===== config.mk =====
export PLATFORM = sky130hd
export DESIGN_NAME = adaptive_threshold_engine_flat
export DESIGN_NICKNAME = d
export VERILOG_FILES = /design/src/rtl/adaptive_threshold_pkg.sv /design/src/rtl/adaptive_threshold_if.sv /design/src/rtl/adaptive_threshold_engine_window_addr_gen.sv /design/src/rtl/adaptive_threshold_engine.sv /design/src/flat_wrapper.sv
export SDC_FILE = /design/constraint.sdc
export NUM_CORES = 1
export LEC_CHECK = 0
export BUFFER_PORTS_ARGS = -buffer_cell sky130_fd_sc_hd__buf_2
export CAP_MARGIN = 5
export CORE_MARGIN = 1.5
export CORE_UTILIZATION = 55
export DETAILED_ROUTE_END_ITERATION = 8
export PLACE_DENSITY = 0.78
export SETUP_SLACK_MARGIN = 0.4
export SKIP_CTS_REPAIR_TIMING = 1
export SLEW_MARGIN = 5
export SYNTH_ARGS = -nofsm -noshare
export SYNTH_HDL_FRONTEND = slang
export SYNTH_SLANG_ARGS = --single-unit

===== constraint.sdc =====
create_clock -name clock -period 4.42 [get_ports clock]
set_clock_uncertainty 0.1 [all_clocks]
set_input_delay 0.884 -clock clock [delete_from_list [all_inputs] [get_ports clock]]
set_output_delay 0.884 -clock clock [all_outputs]
set_load 0.02 [all_outputs]

===== src/rtl/adaptive_threshold_pkg.sv =====
// Shared definitions for the adaptive threshold engine.
// Frame geometry, pixel/accumulator widths, window size, FSM state
// encoding and the coordinate clamp used by the window address generator.
package adaptive_threshold_pkg;

    localparam int WIDTH   = 128;
    localparam int HEIGHT  = 128;
    localparam int COORD_W = 7;
    localparam int DATA_W  = 8;
    localparam int OFF_W   = 8;
    localparam int R       = 1;
    localparam int AREA    = (2 * R + 1) * (2 * R + 1);
    localparam int SUM_W   = 12;

    // Window counter width (counts 0..2R per axis).
    localparam int WIN_W = $clog2(2 * R + 1);

    // Signed width for c+dx / r+dy. A sign bit plus one headroom bit so
    // that (2^COORD_W - 1) + R cannot wrap into the negative range.
    localparam int ADDR_SW = COORD_W + 2;

    typedef enum logic [1:0] {
        IDLE  = 2'd0,
        FETCH = 2'd1,
        DRAIN = 2'd2,
        OUT   = 2'd3
    } state_t;

    // Clamp a signed coordinate into [0, maxv].
    function automatic logic [COORD_W-1:0] clamp(input logic signed [ADDR_SW-1:0] v,
                                                 input logic [COORD_W-1:0] maxv);
        logic [COORD_W-1:0] res;
        if (v[ADDR_SW-1]) begin
            res = '0;
        end else if (v[ADDR_SW-2:0] > {1'b0, maxv}) begin
            res = maxv;
        end else begin
            res = v[COORD_W-1:0];
        end
        return res;
    endfunction

endpackage


===== src/rtl/adaptive_threshold_if.sv =====
// Bus bundle between the threshold engine, the frame buffer read port and
// the downstream result consumer. Signal names are engine-relative.
//   oRdcol/oRdrow : read address to the frame buffer
//   iRddata       : read data, valid one cycle after the address
//   oValid/iReady : result handshake
//   oCol/oRow     : result pixel coordinates
//   oBin          : binarised result
// master = engine side, slave = frame buffer / consumer side.
interface adaptive_threshold_if;
    import adaptive_threshold_pkg::*;

    logic [COORD_W-1:0] oRdcol;
    logic [COORD_W-1:0] oRdrow;
    logic [DATA_W-1:0]  iRddata;
    logic               oValid;
    logic               iReady;
    logic [COORD_W-1:0] oCol;
    logic [COORD_W-1:0] oRow;
    logic               oBin;

    modport master (
        output oRdcol, oRdrow, oValid, oCol, oRow, oBin,
        input  iRddata, iReady
    );

    modport slave (
        input  oRdcol, oRdrow, oValid, oCol, oRow, oBin,
        output iRddata, iReady
    );

endinterface


===== src/rtl/adaptive_threshold_engine_window_addr_gen.sv =====
// Window address generator: walks the (2R+1)x(2R+1) neighbourhood of
// pixel (col_i,row_i), dy outer and dx inner, clamping at the frame edges.
// Ports:
//   clock, reset     : system clock, async active-high reset
//   clear_i          : restart the walk at the window's first index
//   step_i           : advance one window index (wraps after the last)
//   col_i, row_i     : current centre pixel
//   rdcol_o, rdrow_o : clamped read address for the current index
//   centre_o         : current index is the window centre
//   last_o           : current index is the last of the window
module window_addr_gen
    import adaptive_threshold_pkg::*;
#(
    parameter int WIDTH_P  = WIDTH,
    parameter int HEIGHT_P = HEIGHT
) (
    input  logic               clock,
    input  logic               reset,
    input  logic               clear_i,
    input  logic               step_i,
    input  logic [COORD_W-1:0] col_i,
    input  logic [COORD_W-1:0] row_i,
    output logic [COORD_W-1:0] rdcol_o,
    output logic [COORD_W-1:0] rdrow_o,
    output logic               centre_o,
    output logic               last_o
);

    localparam logic [WIN_W-1:0]          WIN_MAX = WIN_W'(2 * R);
    localparam logic [WIN_W-1:0]          WIN_MID = WIN_W'(R);
    localparam logic [COORD_W-1:0]        COL_MAX = COORD_W'(WIDTH_P - 1);
    localparam logic [COORD_W-1:0]        ROW_MAX = COORD_W'(HEIGHT_P - 1);
    localparam logic signed [ADDR_SW-1:0] R_S     = ADDR_SW'(R);

    logic [WIN_W-1:0] wx_q, wx_d;
    logic [WIN_W-1:0] wy_q, wy_d;

    logic signed [ADDR_SW-1:0] col_ext, row_ext, wx_ext, wy_ext;
    logic signed [ADDR_SW-1:0] col_s, row_s;

    always_comb begin
        wx_d = wx_q;
        wy_d = wy_q;
        if (clear_i) begin
            wx_d = '0;
            wy_d = '0;
        end else if (step_i) begin
            if (wx_q == WIN_MAX) begin
                wx_d = '0;
                wy_d = (wy_q == WIN_MAX) ? '0 : wy_q + 1'b1;
            end else begin
                wx_d = wx_q + 1'b1;
            end
        end
    end

    always_ff @(posedge clock or posedge reset) begin
        if (reset) begin
            wx_q <= '0;
            wy_q <= '0;
        end else begin
            wx_q <= wx_d;
            wy_q <= wy_d;
        end
    end

    // Counters run 0..2R; subtracting R gives the signed offset -R..R.
    assign col_ext = {2'b00, col_i};
    assign row_ext = {2'b00, row_i};
    assign wx_ext  = {{(ADDR_SW - WIN_W){1'b0}}, wx_q};
    assign wy_ext  = {{(ADDR_SW - WIN_W){1'b0}}, wy_q};
    assign col_s   = col_ext + wx_ext - R_S;
    assign row_s   = row_ext + wy_ext - R_S;

    assign rdcol_o  = clamp(col_s, COL_MAX);
    assign rdrow_o  = clamp(row_s, ROW_MAX);
    assign centre_o = (wx_q == WIN_MID) && (wy_q == WIN_MID);
    assign last_o   = (wx_q == WIN_MAX) && (wy_q == WIN_MAX);

endmodule


===== src/rtl/adaptive_threshold_engine.sv =====
// Adaptive threshold engine: scans a buffered frame in raster order, sums
// each pixel's neighbourhood and emits 1 when centre*AREA exceeds
// sum + offset*AREA, i.e. when the centre is brighter than the local mean
// plus the offset.
// Ports:
//   clock, reset : system clock, async active-high reset
//   iStart       : one-cycle pulse, starts a frame scan when idle
//   iOffset      : threshold offset, captured at iStart
//   bus          : frame buffer read port and result handshake (master)
//   oBusy        : scan in progress (first FETCH through the oDone cycle)
//   oDone        : pulses in the cycle the last pixel is accepted
//
// state | meaning
// IDLE  | waiting for iStart
// FETCH | issuing AREA window reads, accumulating data from the previous read
// DRAIN | accumulating the final read
// OUT   | result presented, waiting for iReady
module adaptive_threshold_engine
    import adaptive_threshold_pkg::*;
#(
    parameter int WIDTH_P  = WIDTH,
    parameter int HEIGHT_P = HEIGHT
) (
    input  logic                 clock,
    input  logic                 reset,
    input  logic                 iStart,
    input  logic [OFF_W-1:0]     iOffset,
    adaptive_threshold_if.master bus,
    output logic                 oBusy,
    output logic                 oDone
);

    localparam logic [COORD_W-1:0] COL_MAX = COORD_W'(WIDTH_P - 1);
    localparam logic [COORD_W-1:0] ROW_MAX = COORD_W'(HEIGHT_P - 1);
    localparam logic [SUM_W:0]     AREA_X  = (SUM_W + 1)'(AREA);

    state_t state_q, state_d;

    logic [COORD_W-1:0] col_q, col_d;
    logic [COORD_W-1:0] row_q, row_d;
    logic [COORD_W-1:0] rdcol_q, rdcol_d;
    logic [COORD_W-1:0] rdrow_q, rdrow_d;
    logic [OFF_W-1:0]   offset_q, offset_d;
    logic [SUM_W-1:0]   sum_q, sum_d;
    logic [DATA_W-1:0]  centre_q, centre_d;
    logic               dvalid_q, dvalid_d;
    logic               dcentre_q, dcentre_d;

    logic [COORD_W-1:0] gen_col, gen_row;
    logic               gen_centre, gen_last;
    logic               start, last_pix;
    logic [SUM_W:0]     lhs, rhs;

    assign start    = (state_q == IDLE) && iStart;
    assign last_pix = (col_q == COL_MAX) && (row_q == ROW_MAX);

    window_addr_gen #(
        .WIDTH_P  (WIDTH_P),
        .HEIGHT_P (HEIGHT_P)
    ) u_addr (
        .clock    (clock),
        .reset    (reset),
        .clear_i  (start),
        .step_i   (state_q == FETCH),
        .col_i    (col_q),
        .row_i    (row_q),
        .rdcol_o  (gen_col),
        .rdrow_o  (gen_row),
        .centre_o (gen_centre),
        .last_o   (gen_last)
    );

    always_comb begin
        state_d  = state_q;
        col_d    = col_q;
        row_d    = row_q;
        rdcol_d  = rdcol_q;
        rdrow_d  = rdrow_q;
        offset_d = offset_q;
        sum_d    = sum_q;
        centre_d = centre_q;
        oDone    = 1'b0;

        // Read data lags its address by one cycle, so the accumulate and
        // centre-capture strobes are the FETCH-cycle flags delayed by one.
        dvalid_d  = (state_q == FETCH);
        dcentre_d = (state_q == FETCH) && gen_centre;

        if (dvalid_q) begin
            sum_d = sum_q + {{(SUM_W - DATA_W){1'b0}}, bus.iRddata};
        end
        if (dcentre_q) begin
            centre_d = bus.iRddata;
        end

        case (state_q)
            IDLE: begin
                if (iStart) begin
                    offset_d = iOffset;
                    col_d    = '0;
                    row_d    = '0;
                    sum_d    = '0;
                    state_d  = FETCH;
                end
            end
            FETCH: begin
                rdcol_d = gen_col;
                rdrow_d = gen_row;
                if (gen_last) begin
                    state_d = DRAIN;
                end
            end
            DRAIN: begin
                state_d = OUT;
            end
            OUT: begin
                if (bus.iReady) begin
                    sum_d = '0;
                    if (last_pix) begin
                        oDone   = 1'b1;
                        state_d = IDLE;
                    end else begin
                        state_d = FETCH;
                        if (col_q == COL_MAX) begin
                            col_d = '0;
                            row_d = row_q + 1'b1;
                        end else begin
                            col_d = col_q + 1'b1;
                        end
                    end
                end
            end
            default: begin
                state_d = IDLE;
            end
        endcase
    end

    always_ff @(posedge clock or posedge reset) begin
        if (reset) begin
            state_q   <= IDLE;
            col_q     <= '0;
            row_q     <= '0;
            rdcol_q   <= '0;
            rdrow_q   <= '0;
            offset_q  <= '0;
            sum_q     <= '0;
            centre_q  <= '0;
            dvalid_q  <= 1'b0;
            dcentre_q <= 1'b0;
        end else begin
            state_q   <= state_d;
            col_q     <= col_d;
            row_q     <= row_d;
            rdcol_q   <= rdcol_d;
            rdrow_q   <= rdrow_d;
            offset_q  <= offset_d;
            sum_q     <= sum_d;
            centre_q  <= centre_d;
            dvalid_q  <= dvalid_d;
            dcentre_q <= dcentre_d;
        end
    end

    // Both sides widened to SUM_W+1 bits; AREA*255*2 cannot overflow there.
    assign lhs = {{(SUM_W + 1 - DATA_W){1'b0}}, centre_q} * AREA_X;
    assign rhs = {1'b0, sum_q} + ({{(SUM_W + 1 - OFF_W){1'b0}}, offset_q} * AREA_X);

    // Outside FETCH the read address holds whatever was issued last.
    assign bus.oRdcol = (state_q == FETCH) ? gen_col : rdcol_q;
    assign bus.oRdrow = (state_q == FETCH) ? gen_row : rdrow_q;
    assign bus.oValid = (state_q == OUT);
    assign bus.oBin   = (state_q == OUT) && (lhs > rhs);
    assign bus.oCol   = col_q;
    assign bus.oRow   = row_q;
    assign oBusy      = (state_q != IDLE);

endmodule


===== src/flat_wrapper.sv =====
// flat-port wrapper written by rule: the top's interface ports become plain ports
module adaptive_threshold_engine_flat import adaptive_threshold_pkg::*;
#(
    parameter int WIDTH_P  = WIDTH,
    parameter int HEIGHT_P = HEIGHT
)
  (clock, reset, iStart, iOffset, oBusy, oDone, bus_oRdcol, bus_oRdrow, bus_oValid, bus_oCol, bus_oRow, bus_oBin, bus_iRddata, bus_iReady);
  adaptive_threshold_if bus_i ();
  input  logic clock;
  input  logic reset;
  input  logic iStart;
  input  logic [OFF_W-1:0] iOffset;
  output logic oBusy;
  output logic oDone;
  output wire logic [$bits(bus_i.oRdcol)-1:0] bus_oRdcol;
  output wire logic [$bits(bus_i.oRdrow)-1:0] bus_oRdrow;
  output wire logic [$bits(bus_i.oValid)-1:0] bus_oValid;
  output wire logic [$bits(bus_i.oCol)-1:0] bus_oCol;
  output wire logic [$bits(bus_i.oRow)-1:0] bus_oRow;
  output wire logic [$bits(bus_i.oBin)-1:0] bus_oBin;
  input wire logic [$bits(bus_i.iRddata)-1:0] bus_iRddata;
  input wire logic [$bits(bus_i.iReady)-1:0] bus_iReady;
  assign bus_oRdcol = bus_i.oRdcol;
  assign bus_oRdrow = bus_i.oRdrow;
  assign bus_oValid = bus_i.oValid;
  assign bus_oCol = bus_i.oCol;
  assign bus_oRow = bus_i.oRow;
  assign bus_oBin = bus_i.oBin;
  assign bus_i.iRddata = bus_iRddata;
  assign bus_i.iReady = bus_iReady;
  adaptive_threshold_engine #(.WIDTH_P(WIDTH_P), .HEIGHT_P(HEIGHT_P)) u_core (.clock(clock), .reset(reset), .iStart(iStart), .iOffset(iOffset), .bus(bus_i), .oBusy(oBusy), .oDone(oDone));
endmodule

==> results of run 1 <==
-- cells by family (layout without fill, tap and decap cells) --
logic type	Yosys count	after routing
compound gates	141	141
simple gates	139	139
mux	23	23
fa+ha+maj	91	91
flops	64	64
xor+xnor	21	21
buf+inv	72	172
-- flip-flops by register name, summed over array words and instances (netlist names) --
name and flops:
u_core.bus.oCol 7, u_core.bus.oRow 7, u_core.centre_q 8, u_core.dcentre_q 1, u_core.dvalid_q 1, u_core.offset_q 8
u_core.rdcol_q 7, u_core.rdrow_q 7, u_core.state_q 2, u_core.sum_q 12, u_core.u_addr.wx_q 2, u_core.u_addr.wy_q 2
-- placed cells by master, fill, tap and decap left out, types with 13 or more instances in the layout --
cell type / n
a21oi_1: 31
buf_2: 46
buf_4: 47
clkbuf_8: 13
dfrtp_1: 60
ha_1: 78
inv_1: 56
mux2_2: 15
nand2_1: 27
nor2_1: 42
nor3_1: 13
o21ai_0: 22
-- layout make-up --
cell class	instances	area share (%)
Clock inverter	2	0.548
Clock buffer	14	2.86
Timing Repair Buffer	94	9.30
Multi-Input combinational cell	415	56.0
Sequential cell	64	25.2
Inverter	62	3.64
Tap cell	129	2.53
-- worst max-delay path, delay by kind of cell, from the launching register on --
| kind | cells | cell delay (ps) |
|---|---|---|
| and+or+nand+nor | 4 | 620 |
| buffers and inverters | 3 | 230 |
| DFF | 1 | 390 |
| xor gates and xnor gates | 1 | 170 |
| AOI/OAI and AO/OA | 5 | 1120 |
| adders and majority gates | 4 | 1250 |
-- final timing paths --
kind | endpoint | slack (ps) | depth (start not counted)
setup / recovery | bus_oBin | -700 | 17
hold / removal | u_core.dcentre_q | 370 | 1
setup reg to reg | u_core.rdcol_q[6] | 1600 | 12
hold reg to reg | u_core.dcentre_q | 370 | 1
max in group asynchronous | u_core.u_addr.wy_q[1] | 2750 | 3
min in group asynchronous | u_core.offset_q[7] | 570 | 2
-- routing by layer --
layer / wire, um / share of wire, % / vias to the layer above / track usage [%]
li1: - / - / 2193 / -
met1: 5330 / 41 / 2202 / 30.4
met2: 6840 / 53 / 137 / 48.0
met3: 572 / 4.4 / 29 / 4.37
met4: 282 / 2.2 / 0 / 9.21
met5: 0 / 0 / - / 0
-- metrics by stage --
step / cell area [sq um] / instances / worst slack [ps] / hold slack (ps)
4_1_cts: 6140 / 772 / -777 / 388
3_3_place_gp: 5920 / 756 / -341 / 364
5_1_grt: 6390 / 780 / -864 / 394
2_1_floorplan: 5290 / 551 / -190 / 389
6_report: 6390 / 780 / -696 / 373
3_5_place_dp: 5920 / 756 / -399 / 372
==> flow_metrics.py, run 1 <==
metrics = {
    "outcome": {
        "status": "finished with violations",
        "violations": "negative setup slack",
    },
    "detailed_routing": {
        "routed_via_density": 5.85,
        "route.vias.total": 4561,
        "first_iter_violations": 264,
        "final_antenna_net_count": 0,
        "drc": 0,
        "avgRoutedWirePerCell_um": 16.7,
        "drtPass1Iterations": 5,
        "finalWirelength_um": 13000,
    },
    "setup_path": {
        "critPathMaxFanout": 3,
        "critical_path.endpoint_type": "output port",
        "cp.required_ps": 3440,
        "cp-startpoint": "u_core.offset_q[5]",
        "critPathKind": "reg -> out",
        "start_kind": "flip-flop",
        "crit_path_cell_trace": "ha_1, inv_1, fa_1, inv_2, ha_4, a21oi_2, nand2_1, or3b_4, a41oi_2, xor2_1, ha_1, nand4_1, nor3_1, a2111o_1, a311o_1, a31oi_4, buf_6",
        "critPathMaxStageDelay_ps": 490,
        "crit-reg2reg-launch": "u_core.bus.oCol[1]",
        "critPathSlowestCell": "fa_1",
        "crit_path_frequent_cell": "ha_1",
        "crit_arrival_ps": 4130,
    },
    "global_routing": {
        "first_global_vias": 4490,
        "overflow": 0,
        "grt_max_degree": 36,
        "antenna_found_initial": 0,
        "grt_pass1_wl_um": 20600,
        "grt_use_total_pct": 26.0,
    },
    "sta": {
        "period_needed_ps": 5120,
        "maxSlewViolCount": 0,
        "fmax_mhz": 195,
        "fin_ws_ps": -696,
        "rsz0062_at_grt": "yes",
        "fin_tns_setup_ps": -696,
        "finalSetupViolations": 1,
        "hold_viol": 0,
        "slew_headroom_pct": 38.4,
        "finalCritPeriodShare_pct": 116,
        "tightest_slew_ps": 924,
    },
    "clocking": {
        "cts_tree": "yes",
        "cts_buffer_depth": 2,
        "clkLatencyLatePin_ps": 350,
        "cts.sinks": 64,
        "root_buffer": "clkbuf_8",
        "cts-buffers-inserted": 9,
        "path_clk_slew_ps": 70,
        "h-tree-depth": 3,
    },
    "place": {
        "portBuffers": 51,
        "dp_hpwl_um": 9540,
        "gp_congestion": 0.935,
    },
    "floorplanning": {
        "num_io_pins": 52,
        "coreArea_sq_um": 9240,
        "die_x_um": 101,
        "initial_utilization_pct": 56.8,
        "die_y_um": 101,
        "rows": 35,
        "dieArea_sq_um": 10100,
    },
    "synth": {
        "yosys.area_share.simple_pct": 13.6,
        "synth-seq-cells": 64,
        "netlist-cell-type-count": 64,
        "yosysMostFrequentCell": "ha_1",
        "synth_top_area_share_pct": 30.5,
        "synth_top_family_by_area": "adder cells",
        "synth_warnings": 0,
        "syn_area_per_cell_sq_um": 9.53,
        "async_reset_ff_share_pct": 100,
        "ys_top_cells_by_count": "ha_1, dfrtp_1, inv_1",
        "synth_xor_area_share_pct": 3.50,
        "syn-num-nets": 662,
        "synth_edf_count": 0,
        "synth_area_sq_um": 5250,
        "synth_mux_area_share_pct": 4.74,
        "yosysSeqAreaShare_pct": 30.5,
        "synthTopCellsByArea": "dfrtp_1, ha_1, inv_1",
        "syn_inst": 551,
        "synth_fa_ha_area_share_pct": 23.1,
        "synth_top_area_cell": "dfrtp_1",
        "synth_flop_cell": "dfrtp_1",
        "synth_compound_area_share_pct": 19.3,
    },
    "layout": {
        "syn_to_final_growth_pct": 21.7,
        "seq_area_sq_um": 1610,
        "final_nets": 757,
        "drive_gt1_share_pct": 25.3,
        "fill_cells": 685,
        "diodes": 0,
        "multi_input_area_sq_um": 3570,
        "fin_util_pct": 69.1,
    },
    "worst_hold_path": {
        "hold_start": "u_core.u_addr.wy_q[1]",
        "hold_path.class": "reg -> reg",
    },
    "run": {
        "maxCapViolations": 0,
    },
}
Power of run 1 is not shown: default switching activity piles up to over one toggle a cycle in this logic, so the estimate is an artifact.
==> run 2, diff against run 1 <==
--- a/config.mk
+++ b/config.mk
@@ -11,6 +11,7 @@
 export CORE_UTILIZATION = 55
 export DETAILED_ROUTE_END_ITERATION = 8
 export PLACE_DENSITY = 0.78
+export REMOVE_ABC_BUFFERS = 1
 export SETUP_SLACK_MARGIN = 0.4
 export SKIP_CTS_REPAIR_TIMING = 1
 export SLEW_MARGIN = 5
==> flow_metrics.py, run 2 (same netlist as run 1, synthesis figures left out) <==
metrics = {
    "layout": {
        "fill_cells": 683,
        "seq_area_sq_um": 1610,
        "top_regs": "u_core.sum_q x12, u_core.centre_q x8, u_core.offset_q x8",
        "multi_input_area_sq_um": 3590,
        "diodes": 0,
        "final_common_cell": "ha_1",
        "drive_gt1_share_pct": 27.0,
        "final_nets": 766,
        "largest_reg_flops": 12,
        "syn_to_final_growth_pct": 23.3,
        "regMostFlops": "u_core.sum_q",
        "mostFrequentLayoutCells": "ha_1, dfrtp_1, buf_4, inv_1, buf_2",
    },
    "clocking": {
        "cts_buffer_depth": 2,
        "cts_tree": "yes",
        "h-tree-depth": 3,
        "cts.sinks": 64,
        "cts-buffers-inserted": 9,
        "path_clk_slew_ps": 70,
        "root_buffer": "clkbuf_8",
        "clkLatencyLatePin_ps": 340,
    },
    "detailed_routing": {
        "avgRoutedWirePerCell_um": 16.3,
        "finalWirelength_um": 12900,
        "final_antenna_net_count": 0,
        "drc": 0,
        "first_iter_violations": 215,
        "routed_via_density": 5.76,
        "drtPass1Iterations": 5,
        "route.vias.total": 4544,
    },
    "global_routing": {
        "grt_max_degree": 39,
        "overflow": 0,
        "grt_pass1_wl_um": 20200,
        "antenna_found_initial": 0,
        "first_global_vias": 4444,
        "grt_use_total_pct": 25.0,
    },
    "setup_path": {
        "r2r-end": "u_core.rdcol_q[0]",
        "critPathBufInv": 4,
        "critical-path-top-delay-family": "adder cells",
        "worst-r2r-setup-slack_ps": 1670,
        "start_kind": "flip-flop",
        "cp-startpoint": "u_core.offset_q[5]",
        "critPathMaxFanout": 3,
        "critPathMaxStageDelay_ps": 480,
        "critical_path.endpoint_type": "output port",
        "crit_path_cell_trace": "ha_1, inv_2, fa_1, inv_2, ha_4, buf_6, o211ai_1, or3b_4, a41oi_2, xor2_1, ha_1, nand4_1, nor3_2, a2111o_1, a311o_1, a31oi_1, buf_4",
        "endpoint": "bus_oBin",
        "reg2reg_depth": 10,
        "path_depth": 17,
        "crit_arrival_ps": 4260,
        "cp.required_ps": 3440,
        "critPathSlowestCell": "fa_1",
        "critPathKind": "reg -> out",
        "crit-reg2reg-launch": "u_core.bus.oCol[1]",
    },
    "floorplanning": {
        "coreArea_sq_um": 9240,
        "die_x_um": 101,
        "dieArea_sq_um": 10100,
        "num_io_pins": 52,
        "rows": 35,
        "initial_utilization_pct": 56.8,
        "die_y_um": 101,
    },
    "worst_hold_path": {
        "hold_path.class": "reg -> reg",
        "hold-path-cell-count": 1,
    },
    "sta": {
        "period_needed_ps": 5250,
        "rsz0062_at_grt": "yes",
        "maxSlewViolCount": 0,
        "finalCritPeriodShare_pct": 119,
        "slew_headroom_pct": 42.0,
        "finalSetupViolations": 1,
        "fmax_mhz": 191,
        "fin_tns_setup_ps": -828,
        "fin_ws_ps": -828,
        "tightest_slew_ps": 871,
        "hold_viol": 0,
    },
    "outcome": {
        "status": "finished with violations",
        "violations": "negative setup slack",
    },
    "place": {
        "portBuffers": 51,
        "dp_hpwl_um": 9490,
        "gp_congestion": 0.892,
    },
    "run": {
        "maxCapViolations": 0,
    },
}
==> run 2: changes by cell type in the layout (fill, tap and decap cells not counted), moves of 2 or more <==
cell,previous run,this run
nand2b_1,9,7
clkbuf_8,13,11
buf_4,47,60
clkinvlp_4,0,2
nand2b_4,3,5
buf_2,46,42
==> run 2: how the worst min path moves through the flow <==
stage / start / end / slack, ps
after global routing: u_core.rdcol_q[3] / u_core.rdcol_q[3] / 400
after detailed placement: u_core.rdcol_q[6] / u_core.rdcol_q[6] / 370
after CTS: u_core.rdcol_q[6] / u_core.rdcol_q[6] / 390
final: u_core.rdcol_q[3] / u_core.rdcol_q[3] / 390
after global placement: u_core.rdrow_q[3] / u_core.rdrow_q[3] / 360
after floorplan: u_core.u_addr.wy_q[1] / u_core.dcentre_q / 390
==> run 2: layout make-up <==
type | count | area share, %
sequential | 64 | 24.8
multi-input combinational | 415 | 55.5
clock inverter | 5 | 0.851
tap | 129 | 2.49
inverter | 62 | 3.60
clock buffer | 11 | 2.34
timing repair buffer | 103 | 10.4
==> run 2: routing by layer <==
layer / global-route usage, % / vias to the layer above / routed length, um
met3: 3.74 / 25 / 489
met5: 0 / - / 0
li1: - / 2211 / -
met2: 46.1 / 112 / 6760
met4: 7.69 / 0 / 241
met1: 30.0 / 2196 / 5410
==> run 2: stage by stage <==
stage                     area [sq um]  util [%]  worst slack, ps  hold WS, ps  instances
final                             6470      70.0             -828          386        789
after detailed placement          5910      63.9             -605          372        759
after global routing              6470      70.0             -969          402        789
after global placement            5910      63.9             -496          365        759
after floorplan                   5210         -             -537          389        541
after CTS                         6110      66.2             -991          389        775
Power of run 2 is left out for the same reason.
==> run 3, diff against run 2 <==
--- a/config.mk
+++ b/config.mk
@@ -7,6 +7,7 @@
 export LEC_CHECK = 0
 export BUFFER_PORTS_ARGS = -buffer_cell sky130_fd_sc_hd__buf_2
 export CAP_MARGIN = 5
+export CORE_ASPECT_RATIO = 0.7
 export CORE_MARGIN = 1.5
 export CORE_UTILIZATION = 55
 export DETAILED_ROUTE_END_ITERATION = 8
==> flow_metrics.py, run 3 (same netlist as run 1, synthesis figures left out) <==
metrics = {
    "global_routing": {
        "first_global_vias": 4405,
        "grt_pass1_wl_um": 21800,
        "antenna_found_initial": 0,
        "grt_max_degree": 38,
        "grt_use_total_pct": 27.0,
        "overflow": 0,
    },
    "setup_path": {
        "start_kind": "flip-flop",
        "critical_path.endpoint_type": "output port",
        "crit_arrival_ps": 4280,
        "critPathMaxFanout": 3,
        "reg2reg_depth": 13,
        "critPathKind": "reg -> out",
        "worst-r2r-setup-slack_ps": 1660,
        "cp.required_ps": 3440,
    },
    "detailed_routing": {
        "final_antenna_net_count": 0,
        "first_iter_violations": 320,
        "avgRoutedWirePerCell_um": 18.2,
        "drtPass1Iterations": 5,
        "routed_via_density": 6.00,
        "drc": 0,
        "route.vias.total": 4713,
        "finalWirelength_um": 14300,
    },
    "clocking": {
        "cts-buffers-inserted": 9,
        "path_clk_slew_ps": 50,
        "h-tree-depth": 3,
        "clkLatencyLatePin_ps": 330,
        "root_buffer": "clkbuf_16",
        "cts_buffer_depth": 2,
        "cts_tree": "yes",
        "cts.sinks": 64,
    },
    "layout": {
        "top_regs": "u_core.sum_q x12, u_core.centre_q x8, u_core.offset_q x8",
        "stdcell_count": 785,
        "fin_util_pct": 72.3,
        "seq_area_sq_um": 1610,
        "multi_input_area_sq_um": 3640,
        "mostFrequentLayoutCells": "ha_1, buf_4, dfrtp_1, inv_1, nor2_1",
        "final_nets": 767,
        "fill_cells": 617,
        "final_common_cell": "ha_1",
        "fin_area_sq_um": 6640,
        "regMostFlops": "u_core.sum_q",
        "largest_reg_flops": 12,
        "drive_gt1_share_pct": 27.8,
        "syn_to_final_growth_pct": 26.5,
        "diodes": 0,
    },
    "sta": {
        "finalSetupViolations": 1,
        "rsz0062_at_grt": "yes",
        "period_needed_ps": 5260,
        "slew_headroom_pct": 38.6,
        "finalCritPeriodShare_pct": 119,
        "maxSlewViolCount": 0,
        "tightest_slew_ps": 920,
        "hold_viol": 0,
        "fin_tns_setup_ps": -839,
        "fmax_mhz": 190,
        "fin_ws_ps": -839,
    },
    "floorplanning": {
        "initial_utilization_pct": 57.2,
        "dieArea_sq_um": 10200,
        "die_x_um": 120,
        "coreArea_sq_um": 9180,
        "rows": 29,
        "num_io_pins": 52,
        "die_y_um": 84.7,
    },
    "place": {
        "placed_area_sq_um": 5860,
        "gp_congestion": 0.900,
        "portBuffers": 51,
        "placed_cells": 749,
        "dp_hpwl_um": 9850,
    },
    "outcome": {
        "status": "finished with violations",
        "violations": "negative setup slack",
    },
    "run": {
        "maxCapViolations": 0,
    },
    "worst_hold_path": {
        "hold_path.class": "reg -> reg",
        "hold-path-cell-count": 1,
    },
}
[run 3: cell types whose count changed in the layout (fill, tap and decap cells not counted), sizes merged]
cell,previous run,this run
buf,103,104
clkbuf,11,14
clkinv,3,2
clkinvlp,2,0
[run 3: worst max-delay path: stages (launching register included)]
cell and delay [ps]:
dfrtp_1 380, ha_1 280, inv_1 50, fa_1 490, inv_2 50, ha_4 230
buf_6 120, o211ai_1 100, nor2_1 110, o311a_4 390, nor2_4 140, xor2_2 230
ha_4 240, nand4_1 110, nor3_2 60, a2111o_1 330, a311o_1 320, a31oi_1 140
buf_4 160
[run 3: worst paths after layout]
| kind | start | end |
|---|---|---|
| min | u_core.rdrow_q[1] | u_core.rdrow_q[1] |
| max reg2reg | u_core.bus.oRow[1] | u_core.rdrow_q[0] |
| min reg2reg | u_core.rdrow_q[1] | u_core.rdrow_q[1] |
| max in group asynchronous | reset | u_core.offset_q[3] |
| min in group asynchronous | reset | u_core.bus.oCol[4] |
| max | u_core.offset_q[2] | bus_oBin |
[run 3: layout make-up]
class / instances / area share, %
Tap cell: 124 / 2.34
Sequential cell: 64 / 24.2
Timing Repair Buffer: 104 / 10.4
Clock buffer: 14 / 4.28
Inverter: 62 / 3.50
Clock inverter: 2 / 0.528
Multi-Input combinational cell: 415 / 54.8
[run 3: metrics by stage]
stage / hold WS, ps / setup WS [ps]
floorplan: 389 / -537
global placement: 369 / -492
detailed placement: 371 / -758
CTS: 383 / -1120
global route: 410 / -1030
finish: 387 / -839
[run 3: layer usage]
| metal | share of wire, % | vias to the layer above | routed length [um] | GRT usage, % |
|---|---|---|---|---|
| li1 | - | 2216 | - | - |
| met1 | 46 | 2299 | 6590 | 38.7 |
| met2 | 46 | 169 | 6540 | 41.6 |
| met3 | 6.4 | 29 | 919 | 6.52 |
| met4 | 1.8 | 0 | 257 | 6.28 |
| met5 | 0 | - | 0 | 0 |
Power of run 3 is left out for the same reason.
